### config.mk
export PLATFORM = sky130hd
export DESIGN_NAME = game_ctrl_flat
export DESIGN_NICKNAME = d
export VERILOG_FILES = /design/src/rtl/game_ctrl_if.sv /design/src/rtl/game_ctrl.sv /design/src/flat_wrapper.sv
export SDC_FILE = /design/constraint.sdc
export NUM_CORES = 1
export LEC_CHECK = 0
export BUFFER_PORTS_ARGS = -buffer_cell sky130_fd_sc_hd__buf_2
export CORE_UTILIZATION = 45
export CTS_CLUSTER_SIZE = 40
export DETAILED_ROUTE_END_ITERATION = 6
export HOLD_SLACK_MARGIN = 0.12
export PLACE_DENSITY = 0.7
export SLEW_MARGIN = 25
export SYNTH_ARGS = -nofsm -noshare
export SYNTH_HDL_FRONTEND = slang
export SYNTH_SLANG_ARGS = --single-unit
export TNS_END_PERCENT = 1
### constraint.sdc
create_clock -name clk -period 2.7 [get_ports clk]
set_input_delay 0.27 -clock clk [delete_from_list [all_inputs] [get_ports clk]]
set_output_delay 0.27 -clock clk [all_outputs]
set_load 0.01 [all_outputs]
### src/rtl/game_ctrl_if.sv
// -----------------------------------------------------------------------------
// game_ctrl_if
//   Bundles the player/timer inputs and the game-status outputs of game_ctrl.
//
//   Signals
//     guess_b    player button (level, synchronous to clk)
//     cmp_r      comparator result, 1 = guess correct
//     time_up    one-cycle expiry pulse from the external timer
//     state      0 WELCOME, 1 READY, 2 PLAY, 3 LOST
//     level      current level
//     lives      remaining lives
//     best       highest level reached since reset
//     time_v     time limit for the current round
//     time_load  one-cycle pulse that loads/starts the external timer
//     g_enable   random-number generator run enable
//
//   Modports
//     master  the game controller (drives status, receives inputs)
//     slave   the environment (drives inputs, receives status)
// -----------------------------------------------------------------------------
interface game_ctrl_if #(
    parameter int LEVEL_W = 8,
    parameter int TIME_W  = 5
);
    logic               guess_b;
    logic               cmp_r;
    logic               time_up;
    logic [1:0]         state;
    logic [LEVEL_W-1:0] level;
    logic [2:0]         lives;
    logic [LEVEL_W-1:0] best;
    logic [TIME_W-1:0]  time_v;
    logic               time_load;
    logic               g_enable;

    modport master (
        input  guess_b, cmp_r, time_up,
        output state, level, lives, best, time_v, time_load, g_enable
    );

    modport slave (
        output guess_b, cmp_r, time_up,
        input  state, level, lives, best, time_v, time_load, g_enable
    );
endinterface

### src/rtl/game_ctrl.sv
// -----------------------------------------------------------------------------
// game_ctrl
//   Control FSM for a guessing game: WELCOME -> READY -> PLAY -> (READY|LOST).
//   Each READY->PLAY transition loads the external timer with a limit that
//   shrinks with the level down to a floor. A correct guess advances the
//   level; a wrong guess or a timer expiry costs a life.
//
//   Ports
//     clk   rising-edge clock
//     rst   asynchronous, active-high reset
//     bus   game_ctrl_if.master (button/comparator/timer in, status out)
//
//   All outputs come straight from registers.
// -----------------------------------------------------------------------------
module game_ctrl #(
    parameter int LEVEL_W = 8,
    parameter int TIME_W  = 5,
    parameter int T_START = 30,
    parameter int T_STEP  = 2,
    parameter int T_MIN   = 3,
    parameter int LIVES   = 3
) (
    input  logic clk,
    input  logic rst,
    game_ctrl_if.master bus
);

    typedef enum logic [1:0] {
        S_WELCOME = 2'd0,
        S_READY   = 2'd1,
        S_PLAY    = 2'd2,
        S_LOST    = 2'd3
    } state_t;

    // One guard bit beyond LEVEL_W+TIME_W+1 keeps T_START - T_STEP*level
    // representable as a negative number for any level.
    localparam int CALC_W = LEVEL_W + TIME_W + 2;

    localparam logic signed [CALC_W-1:0] T_START_S = CALC_W'(T_START);
    localparam logic signed [CALC_W-1:0] T_STEP_S  = CALC_W'(T_STEP);
    localparam logic signed [CALC_W-1:0] T_MIN_S   = CALC_W'(T_MIN);
    localparam logic [LEVEL_W-1:0]       LEVEL_MAX = '1;
    localparam logic [2:0]               LIVES_INIT = 3'(LIVES);

    // max(T_START - T_STEP*lvl, T_MIN)
    function automatic logic [TIME_W-1:0] time_limit(input logic [LEVEL_W-1:0] lvl);
        logic signed [CALC_W-1:0] lvl_s;
        logic signed [CALC_W-1:0] t;
        lvl_s = signed'({{(CALC_W-LEVEL_W){1'b0}}, lvl});
        t     = T_START_S - (T_STEP_S * lvl_s);
        if (t < T_MIN_S)
            return TIME_W'(T_MIN);
        return TIME_W'(t);
    endfunction

    function automatic logic [LEVEL_W-1:0] level_inc_sat(input logic [LEVEL_W-1:0] lvl);
        if (lvl == LEVEL_MAX)
            return lvl;
        return lvl + 1'b1;
    endfunction

    state_t             state_q, state_d;
    logic [LEVEL_W-1:0] level_q, level_d;
    logic [2:0]         lives_q, lives_d;
    logic [LEVEL_W-1:0] best_q,  best_d;
    logic [TIME_W-1:0]  time_q,  time_d;
    logic               tload_q, tload_d;
    logic               gen_q,   gen_d;
    logic               btn_prev_q;
    // Cleared by reset and set once the button has been seen low, so a
    // button held through reset release cannot register as a press.
    logic               btn_armed_q;

    logic               press;
    logic [2:0]         lives_dec;

    assign press     = bus.guess_b & ~btn_prev_q & btn_armed_q;
    assign lives_dec = lives_q - 3'd1;

    always_ff @(posedge clk or posedge rst) begin
        if (rst) begin
            state_q     <= S_WELCOME;
            level_q     <= '0;
            lives_q     <= LIVES_INIT;
            best_q      <= '0;
            time_q      <= TIME_W'(T_START);
            tload_q     <= 1'b0;
            gen_q       <= 1'b1;
            btn_prev_q  <= 1'b0;
            btn_armed_q <= 1'b0;
        end else begin
            state_q     <= state_d;
            level_q     <= level_d;
            lives_q     <= lives_d;
            best_q      <= best_d;
            time_q      <= time_d;
            tload_q     <= tload_d;
            gen_q       <= gen_d;
            btn_prev_q  <= bus.guess_b;
            btn_armed_q <= btn_armed_q | ~bus.guess_b;
        end
    end

    always_comb begin
        state_d = state_q;
        level_d = level_q;
        lives_d = lives_q;
        time_d  = time_q;
        tload_d = 1'b0;
        gen_d   = gen_q;

        unique case (state_q)
            S_WELCOME, S_LOST: begin
                if (press) begin
                    state_d = S_READY;
                    level_d = '0;
                    lives_d = LIVES_INIT;
                end
            end
            S_READY: begin
                if (press) begin
                    state_d = S_PLAY;
                    time_d  = time_limit(level_q);
                    tload_d = 1'b1;
                    gen_d   = 1'b0;
                end
            end
            S_PLAY: begin
                // time_up takes priority over a simultaneous press
                if (bus.time_up || (press && !bus.cmp_r)) begin
                    lives_d = lives_dec;
                    gen_d   = 1'b1;
                    state_d = (lives_dec != 3'd0) ? S_READY : S_LOST;
                end else if (press) begin
                    level_d = level_inc_sat(level_q);
                    gen_d   = 1'b1;
                    state_d = S_READY;
                end
            end
            default: state_d = S_WELCOME;
        endcase

        // Compare against the next level so best moves on the same edge.
        best_d = (level_d > best_q) ? level_d : best_q;
    end

    assign bus.state     = state_q;
    assign bus.level     = level_q;
    assign bus.lives     = lives_q;
    assign bus.best      = best_q;
    assign bus.time_v    = time_q;
    assign bus.time_load = tload_q;
    assign bus.g_enable  = gen_q;

endmodule

### src/flat_wrapper.sv
// flat-port wrapper written by rule: the top's interface ports become plain ports
module game_ctrl_flat 
#(
    parameter int LEVEL_W = 8,
    parameter int TIME_W  = 5,
    parameter int T_START = 30,
    parameter int T_STEP  = 2,
    parameter int T_MIN   = 3,
    parameter int LIVES   = 3
)
  (clk, rst, bus_guess_b, bus_cmp_r, bus_time_up, bus_state, bus_level, bus_lives, bus_best, bus_time_v, bus_time_load, bus_g_enable);
  game_ctrl_if #(.LEVEL_W(LEVEL_W), .TIME_W(TIME_W)) bus_i ();
  input  logic clk;
  input  logic rst;
  input wire logic [$bits(bus_i.guess_b)-1:0] bus_guess_b;
  input wire logic [$bits(bus_i.cmp_r)-1:0] bus_cmp_r;
  input wire logic [$bits(bus_i.time_up)-1:0] bus_time_up;
  output wire logic [$bits(bus_i.state)-1:0] bus_state;
  output wire logic [$bits(bus_i.level)-1:0] bus_level;
  output wire logic [$bits(bus_i.lives)-1:0] bus_lives;
  output wire logic [$bits(bus_i.best)-1:0] bus_best;
  output wire logic [$bits(bus_i.time_v)-1:0] bus_time_v;
  output wire logic [$bits(bus_i.time_load)-1:0] bus_time_load;
  output wire logic [$bits(bus_i.g_enable)-1:0] bus_g_enable;
  assign bus_i.guess_b = bus_guess_b;
  assign bus_i.cmp_r = bus_cmp_r;
  assign bus_i.time_up = bus_time_up;
  assign bus_state = bus_i.state;
  assign bus_level = bus_i.level;
  assign bus_lives = bus_i.lives;
  assign bus_best = bus_i.best;
  assign bus_time_v = bus_i.time_v;
  assign bus_time_load = bus_i.time_load;
  assign bus_g_enable = bus_i.g_enable;
  game_ctrl #(.LEVEL_W(LEVEL_W), .TIME_W(TIME_W), .T_START(T_START), .T_STEP(T_STEP), .T_MIN(T_MIN), .LIVES(LIVES)) u_core (.clk(clk), .rst(rst), .bus(bus_i));
endmodule
; Word-level counts from Yosys, hierarchy flattened
; Cells that the tools add are included.
[totals]
out_inout_bits = 28
ff_bits = 30
inputBits = 5
[op_classes]
n_addsub = 3
bitwise = 5
n_mux = 29
reduce_logical = 11
order_cmp = 2
eq_ne = 8
[ops]
columns = op, n
row1 = $mux 8, 5
row2 = $pmux 8 s2, 1
row3 = $lt 15x3->1 const B, 1
row4 = $mux 1, 12
row5 = $mux 5, 2
row6 = $sub 5x9->10 const A, 1
row7 = $add 8x1->8 const B, 1
row8 = $eq 8x8->1 const B, 1
row9 = $gt 8x8->1, 1
row10 = $mux 2, 4
row11 = $mux 3, 2
row12 = $ne 2x1->1 const B, 3
row13 = $pmux 2 s3, 1
row14 = $pmux 3 s2, 1
row15 = $reduce_and 3->1, 2
row16 = $eq 2x2->1 const B, 2
row17 = $reduce_bool 2->1, 2
row18 = $ne 3x1->1 const B, 1
row19 = $reduce_bool 3->1, 1
row20 = $sub 3x1->3 const B, 1
row21 = $and 1x1->1, 2
row22 = $eq 2x1->1 const B, 1
row23 = $logic_not 2->1, 1
row24 = $not 1->1, 2
row25 = 7 further kinds, 7

; Logic depth before layout (Yosys ltp)
[depth]
depth_word = 12
mapped_depth = 13

; Least setup slack after synthesis
; No wires, ideal clock.
[synth_timing]
kind = flip-flop to flip-flop
startpoint = register u_core.state_q[0] (netlist: u_core.bus.state[0])
endpoint = register u_core.best_q[0] (netlist: u_core.bus.best[0])
period_less_slack_ns = 2.799
t_arrival_ns = 2.674
path_stages_with_launch = 13
path_slack_ns = -0.099
n_path_buf = 1
cell_sequence = dfrtp_1 > inv_1 > ha_1 > nor2b_2 > buf_6 > nand4_4 > or3_1 > o211ai_2 > ha_1 > nand4_1 > a21oi_1 > o22ai_2 > mux2_2
[synth_via]
elab_chain_len = 4
elab_cells_between_ends = 6
[synth_lines]
columns = element, line
row1 = from (decl), game_ctrl.sv:62  ; state_t state_q, state_d;
row2 = from (signal assigned), game_ctrl.sv:92  ; state_q <= state_d;
row3 = $eq 2x2->1 or $logic_not 2->1 (tied branches), game_ctrl.sv:112  ; unique case (state_q)
row4 = $reduce_or 2->1, game_ctrl.sv:112
row5 = $pmux 8 s2 (*), game_ctrl.sv:112
row6 = net u_core.level_d[5], game_ctrl.sv:63  ; logic [LEVEL_W-1:0] level_q, level_d;
row7 = $gt 8x8->1 (*), game_ctrl.sv:144  ; best_d = (level_d > best_q) ? level_d : best_q;
row8 = to (signal assigned), game_ctrl.sv:95  ; best_q <= best_d;
row9 = to (decl), game_ctrl.sv:65  ; logic [LEVEL_W-1:0] best_q, best_d;
; The timed path passes the listed nets; every way through them passes the cells marked *.
; A chain may end at the register's enable or synchronous reset.

; Worst setup path in the final report
[layout_timing]
startpoint = register u_core.state_q[0] (netlist: u_core.bus.state[0])
endpoint = register u_core.best_q[7] (netlist: u_core.bus.best[7])
; Same word-level chain as after synthesis.

==> impl_metrics.ini <==
[status]
outcome = complete, but fails checks
failed_checks = setup timing

[clock_tree]
clk_transition_reported_paths_ns = 0.06
clock_tree.root_cell = sky130_fd_sc_hd__clkbuf_8
clock_path_buffers = 2
cts.sinks = 30
tritoncts = built
h_tree_depth = 2
cts_inserted_buffers = 5
insertion_delay_ns = 0.28

[logic_synthesis]
ys_seq_area_frac = 0.440
post_synth_edffs = 0
ys_ff_latch = 30
netlist.area_leader.share = 0.333
xor_xnor_share_of_the_synthesized_area = 0.00507
net_count_after_synthesis = 186
post_synth_instance_area_sq_um = 1730
syn_avg_cell_area_sq_um = 10.3
yosys_most_used_dff = sky130_fd_sc_hd__dfrtp_1
synth.area.mux_share = 0.0652
cell_type_contributing_the_most_total_cell_area_after_synthesis = sky130_fd_sc_hd__dfrtp_1
synthDistinctLibCells = 45
synth_top_cells_by_area = sky130_fd_sc_hd__dfrtp_1, sky130_fd_sc_hd__dfstp_2, sky130_fd_sc_hd__ha_1
dominant_combinational_cell_family_by_area_after_synthesis = compound AO/OA/AOI/OAI gates
syn-instance-count = 168
synth-adder-area-share = 0.0941
synth-compound-area-share = 0.181
async_reset_ff_frac = 1.00
number_of_synthesis_warnings = 0
yosys.area_share.simple = 0.163

[setup_path]
worst_setup_path_start_kind = register
r2r_setup_slack_ns = -0.06
crit_path_end_kind = register
cpPeakStageDelay_ns = 0.41
critPathTopFamily = multiplexers
cpMaxStageDelayCell = sky130_fd_sc_hd__dfrtp_1
critical_path_type = register to register
critical_path.cell_chain = buf_4 > ha_4 > nor2b_4 > buf_4 > o21ai_0 > mux2_4 > o21ai_2 > ha_1 > nand2_1 > o21ai_2 > o22ai_4 > buf_12 > mux2_4
crit_arrival_ns = 2.93
critical_path.max_fanout = 8
required_arrival_time_at_the_worst_endpoint_ns = 2.86
worstPathBufferInverterCount = 3

[pwr]
power-per-cell-area_nw_per_um2 = 775
report.power.total_mw = 1.93
worst_ir_drop_vdd_mv = 0.548
p_leak_nw = 1.28

[timing]
rsz0062_at_grt = true
clock.fmax_mhz = 362
final_min_period_over_clock_period = 1.02
hold_violations = 0
slew-limit-headroom = 0.624
finalCriticalPeriod_ns = 2.76
clock_skew_ns = 0.00603
worst_pin_slew_ns = 0.564
final.setup.worst_slack_ns = -0.0627
setup_viol = 8
fin_setup_tns_ns = -0.412
timing.final.max_slew_violations = 0

[finish]
fillerInstances = 298
final_net_count = 260
post_route_cells_drive_above_1_share = 0.490
antenna-diode-count = 0
area.sequential_sq_um = 759
area_growth_from_synthesis_to_final_layout_pct = 44.2
layout.cells.most_common = sky130_fd_sc_hd__buf_4
multiInputGateArea_sq_um = 1040
layout_common_cells = sky130_fd_sc_hd__buf_4, sky130_fd_sc_hd__buf_2, sky130_fd_sc_hd__dfrtp_1, sky130_fd_sc_hd__inv_1, sky130_fd_sc_hd__nand2_1

[floorplan]
core_area_sq_um = 3660
die_area_sq_um = 4090
die-width_um = 64.0
rows = 22
io_pins = 33
initial_utilization = 0.472
chip_height_um = 64.0

[global_route]
vias_in_the_first_global_route = 1740
grt_antenna_before_repair = 0
global_route.usage.total = 0.255
grt_pass1_wl_um = 7850
maximum_number_of_pins_on_one_net_before_global_route_repair = 28
grt.overflow.total = 0

[placed_design]
hpwl_um = 3410
finalWeightedCongestion = 0.903
place.port_buffers = 32
dpl_worst_slack_ns = -0.129

[drt]
drt-wirelength-per-cell_um = 16.6
route.detailed.vias_per_inst = 5.56
drc = 0
initialDrtViolationCount = 60
route.antenna.remaining_nets = 0
total_via_count_after_detailed_routing = 1617
drt-total-wl_um = 4840
first_pass_iteration_count_of_the_detailed_router = 4

[min_path]
min-delay-path-class = primary input to register

[job]
drv.max_cap_violation_count = 0
==> registers in the layout, summed over array words and instances (netlist names) <==
register / flops
u_core.btn_armed_q: 1
u_core.bus.state: 2
u_core.bus.time_load: 1
u_core.bus.g_enable: 1
u_core.bus.lives: 3
u_core.btn_prev_q: 1
u_core.bus.time_v: 5
u_core.bus.level: 8
u_core.bus.best: 8
==> report_power, final <==
group	internal [mW]	total (mW)	switching (mW)
Combinational	0.471	0.954	0.483
Clock	0.205	0.375	0.169
Sequential	0.550	0.601	0.0514
==> final cells by class <==
type,count,share of cell area
sequential,30,0.305
tap,48,0.0241
multi-input combinational,118,0.419
clock buffer,7,0.0347
clock inverter,1,0.00201
inverter,17,0.0256
timing repair buffer,70,0.189
==> routing by layer <==
| metal | up-vias | wire (um) | part of all wire | global-route usage |
|---|---|---|---|---|
| li1 | 756 | - | - | - |
| met5 | - | 0 | 0 | 0 |
| met1 | 792 | 1860 | 0.38 | 0.254 |
| met2 | 49 | 2560 | 0.53 | 0.467 |
| met4 | 0 | 188 | 0.039 | 0.148 |
| met3 | 20 | 234 | 0.048 | 0.0714 |
==> through the flow <==
stage	util	area, sq um	std cells	hold WS (ns)
final	0.680	2490	291	0.213
after global routing	0.680	2490	291	0.213
after CTS	0.650	2380	288	0.211
after detailed placement	0.608	2220	278	0.474
after global placement	0.608	2220	278	0.461
after floorplan	-	1780	168	0.301
==> final timing paths <==
check	cells past startpoint	start	to
max	13	u_core.bus.state[0]$_DFFE_PP0P_	u_core.bus.best[7]$_DFFE_PP0N_
max in group asynchronous	4	rst	u_core.bus.time_v[4]$_DFFE_PP1P_
min reg2reg	2	u_core.bus.time_v[2]$_DFFE_PP1P_	u_core.bus.time_v[2]$_DFFE_PP1P_
min in group asynchronous	3	rst	u_core.bus.lives[2]$_DFFE_PP0P_
min	2	bus_guess_b	u_core.btn_prev_q$_DFF_PP0_
max reg2reg	13	u_core.bus.state[0]$_DFFE_PP0P_	u_core.bus.best[7]$_DFFE_PP0N_
==> cells in the mapped netlist (3+ instances only) <==
master	count
sky130_fd_sc_hd__nor2_1	7
sky130_fd_sc_hd__dfstp_2	7
sky130_fd_sc_hd__ha_1	13
sky130_fd_sc_hd__o21ai_0	8
sky130_fd_sc_hd__a21oi_1	10
sky130_fd_sc_hd__nand2b_1	3
sky130_fd_sc_hd__and3_1	5
sky130_fd_sc_hd__o31ai_1	3
sky130_fd_sc_hd__nand4_1	6
sky130_fd_sc_hd__nand2_1	14
sky130_fd_sc_hd__inv_1	17
sky130_fd_sc_hd__o22a_1	3
sky130_fd_sc_hd__mux2_2	8
sky130_fd_sc_hd__dfrtp_1	23
sky130_fd_sc_hd__o21ai_1	3
==> kinds of logic (layout without fill, tap and decap cells) <==
group                    count (synthesis)  count (layout)
flip-flops                              30              30
adder cells (fa/ha/maj)                 13              13
buffers and inverters                   20              95
multiplexers                            10              10
XOR/XNOR                                 1               1
AO/OA/AOI/OAI                           45              45
AND/OR/NAND/NOR                         49              49
==> repair_timing <==
item,4_1_cts,5_1_grt
gates resized for setup,9,15
endpoints found under the hold margin,0,23
pin swaps,4,8
buffers inserted,2,3
endpoints found under the setup margin,8,8
gates cloned,0,0
hold buffers,0,1
No activity file was read; power rests on OpenSTA's default activity.
